`config.mk`:
```
export PLATFORM = sky130hd
export DESIGN_NAME = pif_bus_decoder_n
export DESIGN_NICKNAME = d
export VERILOG_FILES = /design/src/rtl/pif_bus_decoder_n.sv
export SDC_FILE = /design/constraint.sdc
export NUM_CORES = 1
export LEC_CHECK = 0
export BUFFER_PORTS_ARGS = -buffer_cell sky130_fd_sc_hd__buf_2
export CAP_MARGIN = 20
export CORE_MARGIN = 4
export CORE_UTILIZATION = 19
export DETAILED_ROUTE_END_ITERATION = 10
export PLACE_DENSITY_LB_ADDON = 0.15
export SKIP_CTS_REPAIR_TIMING = 1
export SLEW_MARGIN = 30
export SYNTH_ARGS = -nofsm -noshare
export SYNTH_HDL_FRONTEND = slang
export SYNTH_SLANG_ARGS = --single-unit
export TNS_END_PERCENT = 1
```
`constraint.sdc`:
```
create_clock -name clk -period 1.5 [get_ports clk]
set_input_delay 0.15 -clock clk [delete_from_list [all_inputs] [get_ports clk]]
set_output_delay 0.15 -clock clk [all_outputs]
set_load 0.05 [all_outputs]
```
`src/rtl/pif_bus_decoder_n.sv`:
```
// PIF 6502 bus decoder: base/mask region decode, registered read-return mux and ready path.
// Define PIF_BUS_TIMEOUT_EN to add the hung-access watchdog (error completion, bus_err, err_addr).
module pif_bus_decoder_n #(
  parameter int                           NUM_SLAVES  = 8,
  parameter int                           ADDR_W      = 16,
  parameter int                           DATA_W      = 8,
  parameter logic [NUM_SLAVES*ADDR_W-1:0] REGION_BASE = '0,
  parameter logic [NUM_SLAVES*ADDR_W-1:0] REGION_MASK = '0,
  parameter logic [NUM_SLAVES-1:0]        ALWAYS_RDY  = '0,
  parameter int                           TIMEOUT     = 64,
  parameter logic [DATA_W-1:0]            ERR_DATA    = {DATA_W{1'b1}}
) (
  input  logic                         clk,
  input  logic                         reset_l,
  input  logic [ADDR_W-1:0]            cpu_addr,
  input  logic                         cpu_we,
  input  logic [DATA_W-1:0]            cpu_dout,
  input  logic                         cs,
  output logic [DATA_W-1:0]            cpu_din,
  output logic                         cpu_rdy,
  output logic [NUM_SLAVES-1:0]        slv_oe,
  output logic [NUM_SLAVES-1:0]        slv_wr,
  output logic [DATA_W-1:0]            slv_wdata,
  input  logic [NUM_SLAVES*DATA_W-1:0] slv_rdata,
  input  logic [NUM_SLAVES-1:0]        slv_valid,
  output logic                         bus_err,
  output logic [ADDR_W-1:0]            err_addr
);

  localparam int              SEL_W   = (NUM_SLAVES > 1) ? $clog2(NUM_SLAVES) : 1;
  localparam logic [SEL_W-1:0] DEF_SEL = SEL_W'(NUM_SLAVES - 1);

  logic [NUM_SLAVES-1:0] w_match;
  logic [NUM_SLAVES-1:0] w_onehot;
  logic [NUM_SLAVES-1:0] w_rdy_vec;
  logic [DATA_W-1:0]     w_rd_arr [NUM_SLAVES];
  logic [SEL_W-1:0]      w_sel;
  logic [SEL_W-1:0]      r_sel_q;
  logic [DATA_W-1:0]     w_rd_data;
  logic                  w_raw_rdy;

  // The catch-all slave always matches; its own base/mask never take part.
  genvar gi;
  generate
    for (gi = 0; gi < NUM_SLAVES; gi++) begin : g_slave
      if (gi == NUM_SLAVES - 1) begin : g_default
        assign w_match[gi] = 1'b1;
      end else begin : g_region
        assign w_match[gi] = ((cpu_addr & REGION_MASK[gi*ADDR_W +: ADDR_W]) ==
                              (REGION_BASE[gi*ADDR_W +: ADDR_W] & REGION_MASK[gi*ADDR_W +: ADDR_W]));
      end
      assign w_onehot[gi] = (w_sel == SEL_W'(gi));
      assign w_rd_arr[gi] = slv_rdata[gi*DATA_W +: DATA_W];
    end
  endgenerate

  always_comb begin
    w_sel = DEF_SEL;
    for (int i = NUM_SLAVES - 2; i >= 0; i--) begin
      if (w_match[i]) w_sel = SEL_W'(i);
    end
  end

  assign slv_oe    = cs ? w_onehot : '0;
  assign slv_wr    = slv_oe & {NUM_SLAVES{cpu_we}};
  assign slv_wdata = cpu_dout;

  assign w_rdy_vec = slv_valid | ALWAYS_RDY;
  assign w_raw_rdy = w_rdy_vec[r_sel_q];
  assign w_rd_data = w_rd_arr[r_sel_q];

  always_ff @(posedge clk or negedge reset_l) begin
    if (!reset_l) begin
      r_sel_q <= DEF_SEL;
    end else if (cpu_rdy) begin
      r_sel_q <= w_sel;
    end
  end

`ifdef PIF_BUS_TIMEOUT_EN
  typedef enum logic [1:0] {ST_IDLE, ST_WAIT, ST_TOUT} state_t;

  // ST_TOUT is the cycle in which cnt equals TIMEOUT, so cpu_rdy is low for
  // exactly TIMEOUT cycles; a valid arriving in that cycle still completes normally.
  localparam logic [7:0] CNT_LAST = 8'(TIMEOUT - 1);

  state_t            r_state, w_state_next;
  logic [7:0]        r_cnt, w_cnt_next, w_cnt_inc;
  logic [ADDR_W-1:0] r_addr_q, r_err_addr;
  logic              r_bus_err;
  logic              w_rdy, w_force;

  assign w_cnt_inc = (r_cnt != 8'hFF) ? r_cnt + 8'd1 : r_cnt;

  always_comb begin
    w_state_next = r_state;
    w_cnt_next   = r_cnt;
    w_rdy        = w_raw_rdy;
    w_force      = 1'b0;
    case (r_state)
      ST_IDLE: begin
        if (!w_raw_rdy) begin
          w_cnt_next   = 8'd1;
          w_state_next = (TIMEOUT <= 1) ? ST_TOUT : ST_WAIT;
        end
      end
      ST_WAIT: begin
        if (w_raw_rdy) begin
          w_state_next = ST_IDLE;
          w_cnt_next   = 8'd0;
        end else begin
          w_cnt_next = w_cnt_inc;
          if (r_cnt >= CNT_LAST) w_state_next = ST_TOUT;
        end
      end
      ST_TOUT: begin
        w_rdy        = 1'b1;
        w_force      = !w_raw_rdy;
        w_state_next = ST_IDLE;
        w_cnt_next   = 8'd0;
      end
      default: begin
        w_state_next = ST_IDLE;
        w_cnt_next   = 8'd0;
      end
    endcase
  end

  always_ff @(posedge clk or negedge reset_l) begin
    if (!reset_l) begin
      r_state    <= ST_IDLE;
      r_cnt      <= 8'd0;
      r_addr_q   <= '0;
      r_bus_err  <= 1'b0;
      r_err_addr <= '0;
    end else begin
      r_state   <= w_state_next;
      r_cnt     <= w_cnt_next;
      r_bus_err <= w_force;
      if (w_rdy) r_addr_q <= cpu_addr;
      if (w_force) r_err_addr <= r_addr_q;
    end
  end

  assign cpu_rdy  = w_rdy;
  assign cpu_din  = w_force ? ERR_DATA : w_rd_data;
  assign bus_err  = r_bus_err;
  assign err_addr = r_err_addr;
`else
  assign cpu_rdy  = w_raw_rdy;
  assign cpu_din  = w_rd_data;
  assign bus_err  = 1'b0;
  assign err_addr = '0;
`endif

endmodule

```
* After elaboration in Yosys (flattened, before gate mapping)
Index checks and enable logic that the tools add are counted.
** Cells by class
- Bitwise operators :: 2
- Order comparisons :: 2
- Multiplexer cells :: 6
** Operators with widths (count)
- $bmux 8 s3 :: 1
- $mux 8 :: 2
- $and 1x8->8 :: 1
- $ge 4x4->1 const B :: 1
- $lt 3x4->1 const B :: 1
- $not 3->4 :: 1
- $bmux 1 s3 :: 1
- $mux 1 :: 2
** Word-level totals
- Word-level logic and storage cells :: 11
- Input bits :: 100
- Output and inout bits :: 50
- Register bits :: 3

* Logic depth before layout (Yosys ltp)
Gate-level depths: netlist (run 1).
- Depth in word-level cells :: 4
- Depth in mapped cells :: 2
- Mapped depth without buffers :: 1

* Worst setup path after synthesis (run 1)
No wires, ideal clock.
- Kind :: flip-flop to output port
- Start point :: register r_sel_q[1]
- End point :: output port cpu_din[0]
- Required time :: 1.350 ns
- Arrival time :: 1.040 ns
- Buffers on the path :: 1
- Path slack :: 0.310 ns
- Stages on the path, launching flop included :: 3
- Cells stage by stage :: dfstp_2 -> buf_6 -> mux2_4
** On the way
- Word-level cells in the longest chain between the ends :: 4
** Ends and longest elaborated chain
- from (decl) :: line 38 : logic [SEL_W-1:0] r_sel_q;
- from (signal assigned) :: line 76 : r_sel_q <= w_sel;
- $not 3->4 (not written as such) :: line 70 : assign w_rd_data = w_rd_arr[r_sel_q];
- $bmux 8 s3 :: line 70
- $mux 8 (not written as such) (2 in a row) :: line 70
- to (decl) :: line 19 : output logic [DATA_W-1:0] cpu_din,
No other way between the ends. The select of a mux whose other input is x is not followed.

* Worst setup path after layout (run 1)
- Start point :: register r_sel_q[1]
- End point :: output port cpu_din[5]
The elaborated chain is that of the path after synthesis.

==> impl_metrics.csv, run 1 <==
group,metric,value,unit
timing,period_share,0.925,
placement,place_congestion,0.604,
timing,grt_setup_unrepaired,"no",
setup_path,cp_data_arrival_time,1.24,ns
synth,synth-warning-count,0,
routing,routedWlPerCell,9.31,µm
timing,fin_skew,0,ns
placement,dp_hpwl,919,µm
synth,synthCells,54,
synth,synth-compound-area-share,0,
global_routing,antenna_found_initial,0,
floorplanning,fp.dieW,58.7,µm
setup_path,crit_path_top_delay_cell,"dfstp_2",
layout,antenna_cells,0,
synth,synth.area.top_cells,"buf_4, mux2_4, dfstp_2",
outcome,status,"complete, no violations",
synth,ys_async_sr_fraction,1.00,
timing,drv_slew,0,
timing,setup_viol,0,
timing,fin_crit,1.39,ns
routing,drc,0,
synth,seq_area_frac_synth,0.0537,
routing,ant_nets,0,
power,power.density,646,nW/µm²
timing,fmax,721,MHz
layout,final_nets,177,
global_routing,grt_max_degree,11,
global_routing,grt_pass1_vias,257,
setup_path,crit_path_end_kind,"output port",
synth,synth_most_common_cell,"buf_4",
worst_hold_path,worstHoldPathType,"in -> async",
layout,regMostFlops,"r_sel_q",
setup_path,critPathKind,"reg -> out",
synth,synth_seq_cells,1,
layout,final_area,488,µm²
setup_path,crit_required,1.35,ns
floorplanning,ioPinCount,150,
setup_path,start_kind,"flip-flop",
floorplanning,dieArea,3450,µm²
power,leakagePower,0.000303,µW
setup_path,crit_chain,"mux2_4, buf_2",
cts,clkTransAtPathRegs,0,ns
synth,synth_ff_type,"dfstp_2",
layout,largest_reg_flops,1,
global_routing,gr-usage-all-layers,0.0409,
synth,synth.cell_area,489,µm²
placement,post-place-ws,0.100,ns
synth,netlist.area_leader.share,0.614,
synth,syn_area_per_cell,9.06,µm²
global_routing,grt_pass1_wl,1110,µm
routing,via_per_inst,2.89,
layout,reg_top3,"r_sel_q x1",
synth,synth_xor_area_frac,0,
synth,synth_fa_ha_area_frac,0,
placement,placed_area,488,µm²
layout,nFillCells,291,
floorplanning,die_height,58.7,µm
setup_path,worstPathMaxFanout,10,
job,max-cap-violations,0,
timing,layout_setup_ws,0.113,ns
layout,fin_util,0.197,
routing,routed_wl,978,µm
floorplanning,num_rows,18,
routing,drtIter0Drc,3,
synth,synth_top_family_by_area,"buffers and inverters",
layout,area_delta_synth_final,-0.256,%
layout,drive_above_1_share,0.560,
synth,synth_simple_gate_area_frac,0.0256,
synth,yosys-top-cells-count,"buf_4, mux2_4",
synth,synth_top_cell_by_area,"buf_4",
power,ir_drop,0.211,mV
timing,report.final.hold_viol_count,0,
global_routing,grt-ovfl-total,0,
cts,clock_latency,0,ns
synth,ys_types,7,
setup_path,critPathMaxStageDelay,0.69,ns
synth,synth_edf_count,0,
floorplanning,core_region_area,2480,µm²
timing,tns,0,ns
routing,vias,303,
timing,whs,0.0847,ns
routing,drtPass1Iterations,2,
floorplanning,start_util,0.197,
synth,muxShareOfSynthArea,0.276,
placement,port_buffers,32,
[power by group]
group / total [µW] / internal (µW) / switching, µW
Clock: 0 / 0 / 0
Combinational: 288 / 45.7 / 242
Sequential: 27.5 / 27.5 / 0
Total: 315 / 73.2 / 242
[metal layers]
layer  global-route usage  part of all wire
met1               0.0355              0.24
met2               0.0773              0.44
met3               0.0329              0.31
met4                    0                 0
met5                    0                 0
[stage by stage]
step | total power, µW | std cells
6_report | 315 | 105
5_1_grt | 326 | 105
4_1_cts | 314 | 105
3_5_place_dp | 314 | 105
3_3_place_gp | 313 | 105
2_1_floorplan | 396 | 84
[area by class of cell]
cell class | instances | area [µm²] | area share
Multi-Input combinational cell | 42 | 264 | 0.541
Sequential cell | 1 | 26.3 | 0.0538
Tap cell | 30 | 37.5 | 0.0769
Timing Repair Buffer | 32 | 160 | 0.328
[final timing paths]
check	endpoint	from	depth (start not counted)	slack (ns)
hold reg to reg	r_sel_q[1]$_DFFE_PN1P_	r_sel_q[1]$_DFFE_PN1P_	1	0.62
setup reg to reg	r_sel_q[1]$_DFFE_PN1P_	r_sel_q[1]$_DFFE_PN1P_	1	0.56
max in group asynchronous	r_sel_q[1]$_DFFE_PN1P_	reset_l	1	1.40
min in group clk	r_sel_q[1]$_DFFE_PN1P_	slv_valid[7]	2	0.29
setup / recovery	cpu_din[5]	r_sel_q[1]$_DFFE_PN1P_	2	0.11
hold / removal	r_sel_q[1]$_DFFE_PN1P_	reset_l	1	0.08
[cells in the final DEF, fill, tap and decap left out]
cell type | synthesis | final
conb_1 | 1 | 31
nor2b_1 | 1 | 1
mux2_4 | 9 | 9
buf_2 | 0 | 32
dfstp_2 | 1 | 1
and2_1 | 1 | 1
[worst max-delay path: cells and delay by family, from the launching register on]
kind                   cells  cell delay [ns]
DFF                        1             0.69
buffers and inverters      1             0.21
muxes                      1             0.33
[cells by family (layout without fill, tap and decap cells)]
| group | count (synthesis) | count (layout) |
|---|---|---|
| other | 1 | 31 |
| and+or+nand+nor | 2 | 2 |
| DFF | 1 | 1 |
| muxes | 9 | 9 |
| buffers and inverters | 41 | 32 |
Note: power is estimated with default switching activity, not from simulation.
==> inputs of run 2 (changes only) <==
--- a/config.mk
+++ b/config.mk
@@ -7,12 +7,14 @@
 export LEC_CHECK = 0
 export BUFFER_PORTS_ARGS = -buffer_cell sky130_fd_sc_hd__buf_2
 export CAP_MARGIN = 20
+export CELL_PAD_IN_SITES_DETAIL_PLACEMENT = 1
+export CELL_PAD_IN_SITES_GLOBAL_PLACEMENT = 1
+export CORE_ASPECT_RATIO = 2
 export CORE_MARGIN = 4
-export CORE_UTILIZATION = 19
+export CORE_UTILIZATION = 10
 export DETAILED_ROUTE_END_ITERATION = 10
 export PLACE_DENSITY_LB_ADDON = 0.15
 export SKIP_CTS_REPAIR_TIMING = 1
-export SLEW_MARGIN = 30
 export SYNTH_ARGS = -nofsm -noshare
 export SYNTH_HDL_FRONTEND = slang
 export SYNTH_SLANG_ARGS = --single-unit
==> impl_metrics.csv, run 2 (synthesis gave the netlist of run 1 again) <==
group,metric,value,unit
outcome,status,"complete, no violations",
floorplanning,start_util,0.104,
timing,report.final.hold_viol_count,0,
layout,area_delta_synth_final,6.14,%
setup_path,crit_required,1.35,ns
power,seq_power_share,0.086,
floorplanning,core_region_area,4690,µm²
floorplanning,dieArea,6140,µm²
placement,dp_hpwl,1280,µm
global_routing,gr-usage-all-layers,0.0349,
global_routing,grt-ovfl-total,0,
global_routing,antenna_found_initial,0,
setup_path,critPathKind,"reg -> out",
power,power_switching,245,µW
layout,layout_common_cells,"buf_2, conb_1, mux2_4",
power,power.density,613,nW/µm²
global_routing,grt_max_degree,11,
floorplanning,die_height,107,µm
cts,clkTransAtPathRegs,0,ns
cts,clock_latency,0,ns
layout,reg_top3,"r_sel_q x1",
timing,fmax,716,MHz
routing,routed_wl,1330,µm
timing,setup_viol,0,
routing,drtPass1Iterations,2,
power,power.clock.fraction,0,
setup_path,start_kind,"flip-flop",
power,ir_drop,0.106,mV
power,power_frac_comb,0.914,
floorplanning,ioPinCount,150,
routing,drc,0,
timing,tns,0,ns
layout,final_nets,177,
power,p_int,73.2,µW
routing,routedWlPerCell,10.3,µm
timing,fin_skew,0,ns
job,max-cap-violations,0,
routing,drtIter0Drc,12,
placement,place_congestion,0.714,
layout,largest_reg_flops,1,
layout,fin_util,0.111,
layout,final_common_cell,"buf_2",
worst_hold_path,worstHoldPathType,"in -> async",
global_routing,grt_pass1_vias,296,
timing,drv_slew,0,
floorplanning,fp.dieW,57.5,µm
setup_path,worstPathMaxFanout,10,
routing,via_per_inst,2.48,
timing,fin_crit,1.40,ns
timing,period_share,0.931,
routing,vias,323,
global_routing,grt_pass1_wl,1660,µm
layout,antenna_cells,0,
timing,whs,0.0957,ns
power,leakagePower,0.000303,µW
setup_path,cp_data_arrival_time,1.25,ns
placement,port_buffers,32,
layout,regMostFlops,"r_sel_q",
floorplanning,num_rows,35,
setup_path,crit_path_end_kind,"output port",
power,switching_share,0.770,
timing,grt_setup_unrepaired,"no",
layout,drive_above_1_share,0.560,
routing,ant_nets,0,
## run 2: cell counts in the layout (fill, tap and decap cells not counted)
No cell type changed its count.
## run 2: layout make-up
cell class | instances | area (µm²)
Fill cell | 586 | 4170
Multi-Input combinational cell | 42 | 264
Sequential cell | 1 | 26.3
Tap cell | 55 | 68.8
Timing Repair Buffer | 32 | 160
## run 2: power groups by stage
stage | logic [µW] | registers [µW] | clock network, µW
2_1_floorplan | 369 | 27.5 | 0
3_3_place_gp | 289 | 27.5 | 0
3_5_place_dp | 289 | 27.5 | 0
4_1_cts | 289 | 27.5 | 0
5_1_grt | 300 | 27.5 | 0
6_report | 291 | 27.5 | 0
## run 2: routing by layer
| metal | GRT usage | wire (µm) |
|---|---|---|
| met2 | 0.0866 | 761 |
| met1 | 0.0203 | 274 |
| met4 | 0 | 0 |
| met3 | 0.0120 | 297 |
| met5 | 0 | 0 |
## run 2: metrics by stage
| stage | instance area [µm²] | power [µW] | worst slack (ns) | std cells |
|---|---|---|---|---|
| final | 519 | 319 | 0.103 | 130 |
| after global routing | 519 | 328 | 0.0607 | 130 |
| after CTS | 519 | 317 | 0.0892 | 130 |
| after detailed placement | 519 | 317 | 0.0904 | 130 |
| after global placement | 519 | 317 | 0.0884 | 130 |
| after floorplan | 602 | 396 | 0.310 | 84 |
## run 2: worst max-delay path: stages (launching register included)
cell and delay, ns:
dfstp_2 0.70, mux2_4 0.33, buf_2 0.21
## run 2: worst paths after layout
| check | startpoint | to | slack [ns] | cells after the start |
|---|---|---|---|---|
| max in group asynchronous | reset_l | r_sel_q[1]$_DFFE_PN1P_ | 1.38 | 1 |
| worst min-delay path | reset_l | r_sel_q[1]$_DFFE_PN1P_ | 0.1 | 1 |
| worst max-delay path | r_sel_q[1]$_DFFE_PN1P_ | cpu_din[0] | 0.10 | 2 |
| min in group clk | cpu_dout[2] | slv_wdata[2] | 0.30 | 0 |
| worst max register to register | r_sel_q[1]$_DFFE_PN1P_ | r_sel_q[1]$_DFFE_PN1P_ | 0.56 | 1 |
| worst min register to register | r_sel_q[1]$_DFFE_PN1P_ | r_sel_q[1]$_DFFE_PN1P_ | 0.62 | 1 |
==> inputs of run 3 (changes only) <==
--- a/config.mk
+++ b/config.mk
@@ -5,13 +5,14 @@
 export SDC_FILE = /design/constraint.sdc
 export NUM_CORES = 1
 export LEC_CHECK = 0
-export BUFFER_PORTS_ARGS = -buffer_cell sky130_fd_sc_hd__buf_2
+export BUFFER_PORTS_ARGS = -buffer_cell sky130_fd_sc_hd__buf_4
 export CAP_MARGIN = 20
 export CELL_PAD_IN_SITES_DETAIL_PLACEMENT = 1
 export CELL_PAD_IN_SITES_GLOBAL_PLACEMENT = 1
 export CORE_ASPECT_RATIO = 2
 export CORE_MARGIN = 4
 export CORE_UTILIZATION = 10
+export CTS_CLUSTER_SIZE = 16
 export DETAILED_ROUTE_END_ITERATION = 10
 export PLACE_DENSITY_LB_ADDON = 0.15
 export SKIP_CTS_REPAIR_TIMING = 1
==> impl_metrics.csv, run 3 (synthesis gave the netlist of run 1 again) <==
group,metric,value,unit
job,max-cap-violations,0,
layout,final_nets,177,
power,switching_share,0.716,
layout,reg_top3,"r_sel_q x1",
placement,place_congestion,0.680,
routing,via_per_inst,2.55,
power,power_switching,246,µW
power,power.density,572,nW/µm²
timing,whs,0.0825,ns
floorplanning,dieArea,6140,µm²
timing,fmax,722,MHz
floorplanning,ioPinCount,150,
layout,drive_above_1_share,0.560,
worst_hold_path,worstHoldPathType,"in -> async",
routing,routed_wl,1430,µm
floorplanning,num_rows,35,
setup_path,critPathKind,"reg -> out",
floorplanning,fp.dieW,57.5,µm
timing,layout_setup_ws,0.114,ns
global_routing,grt_max_degree,11,
timing,period_share,0.924,
layout,regMostFlops,"r_sel_q",
floorplanning,core_region_area,4690,µm²
outcome,status,"complete, no violations",
setup_path,crit_path_end_kind,"output port",
setup_path,cp_data_arrival_time,1.24,ns
routing,ant_nets,0,
setup_path,start_kind,"flip-flop",
setup_path,worstPathMaxFanout,10,
timing,report.final.hold_viol_count,0,
timing,grt_setup_unrepaired,"no",
timing,fin_crit,1.39,ns
timing,tns,0,ns
floorplanning,die_height,107,µm
layout,antenna_cells,0,
power,seq_power_share,0.080,
layout,layout_common_cells,"buf_4, conb_1, mux2_4",
layout,final_common_cell,"buf_4",
floorplanning,start_util,0.104,
cts,clock_latency,0,ns
power,power_frac_comb,0.920,
cts,clkTransAtPathRegs,0,ns
global_routing,grt-ovfl-total,0,
routing,vias,331,
routing,drtIter0Drc,1,
timing,drv_slew,0,
global_routing,grt_pass1_vias,336,
power,leakagePower,0.000331,µW
routing,drc,0,
routing,routedWlPerCell,11.0,µm
setup_path,crit_required,1.35,ns
power,power.clock.fraction,0,
layout,area_delta_synth_final,22.5,%
routing,drtPass1Iterations,2,
placement,post-place-ws,0.101,ns
global_routing,grt_pass1_wl,1820,µm
global_routing,antenna_found_initial,0,
placement,dp_hpwl,1340,µm
timing,setup_viol,0,
power,p_int,97.3,µW
timing,fin_skew,0,ns
placement,port_buffers,32,
global_routing,gr-usage-all-layers,0.0381,
power,ir_drop,0.105,mV
layout,largest_reg_flops,1,
-- run 3: worst paths after layout --
path	slack (ns)	start	endpoint	cells past startpoint
worst max-delay path	0.11	r_sel_q[1]$_DFFE_PN1P_	cpu_din[0]	2
worst min-delay path	0.08	reset_l	r_sel_q[1]$_DFFE_PN1P_	1
worst max register to register	0.54	r_sel_q[1]$_DFFE_PN1P_	r_sel_q[1]$_DFFE_PN1P_	1
worst min register to register	0.63	r_sel_q[1]$_DFFE_PN1P_	r_sel_q[1]$_DFFE_PN1P_	1
max in group asynchronous	1.40	reset_l	r_sel_q[1]$_DFFE_PN1P_	1
min in group clk	0.29	slv_valid[7]	r_sel_q[1]$_DFFE_PN1P_	2
-- run 3: power by group through the flow --
stage               logic [µW]  registers, µW  clock network (µW)
global route               326           27.5                   0
global placement           314           27.5                   0
CTS                        315           27.5                   0
finish                     315           27.5                   0
floorplan                  369           27.5                   0
detailed placement         314           27.5                   0
-- run 3: critical path, stage by stage (launching register included) --
cell     delay (ns)
dfstp_2        0.71
mux2_4         0.33
buf_4          0.19
-- run 3: metrics by stage --
step | total power (µW) | util | cell area [µm²] | std cells
after detailed placement | 342 | 0.128 | 599 | 130
after global placement | 341 | 0.128 | 599 | 130
after global routing | 353 | 0.128 | 599 | 130
after floorplan | 396 | - | 602 | 84
after CTS | 342 | 0.128 | 599 | 130
final | 343 | 0.128 | 599 | 130
-- run 3: final cells by class --
class	count	area, µm²
Tap cell	55	68.8
Timing Repair Buffer	32	240
Sequential cell	1	26.3
Multi-Input combinational cell	42	264
Fill cell	579	4090
-- run 3: layer usage --
layer  track usage  vias to the layer above  share of wire
met5             0                        -              0
met4             0                        0              0
met3        0.0169                        0           0.23
met2        0.0906                       51           0.57
met1        0.0232                      140           0.20
li1              -                      140              -
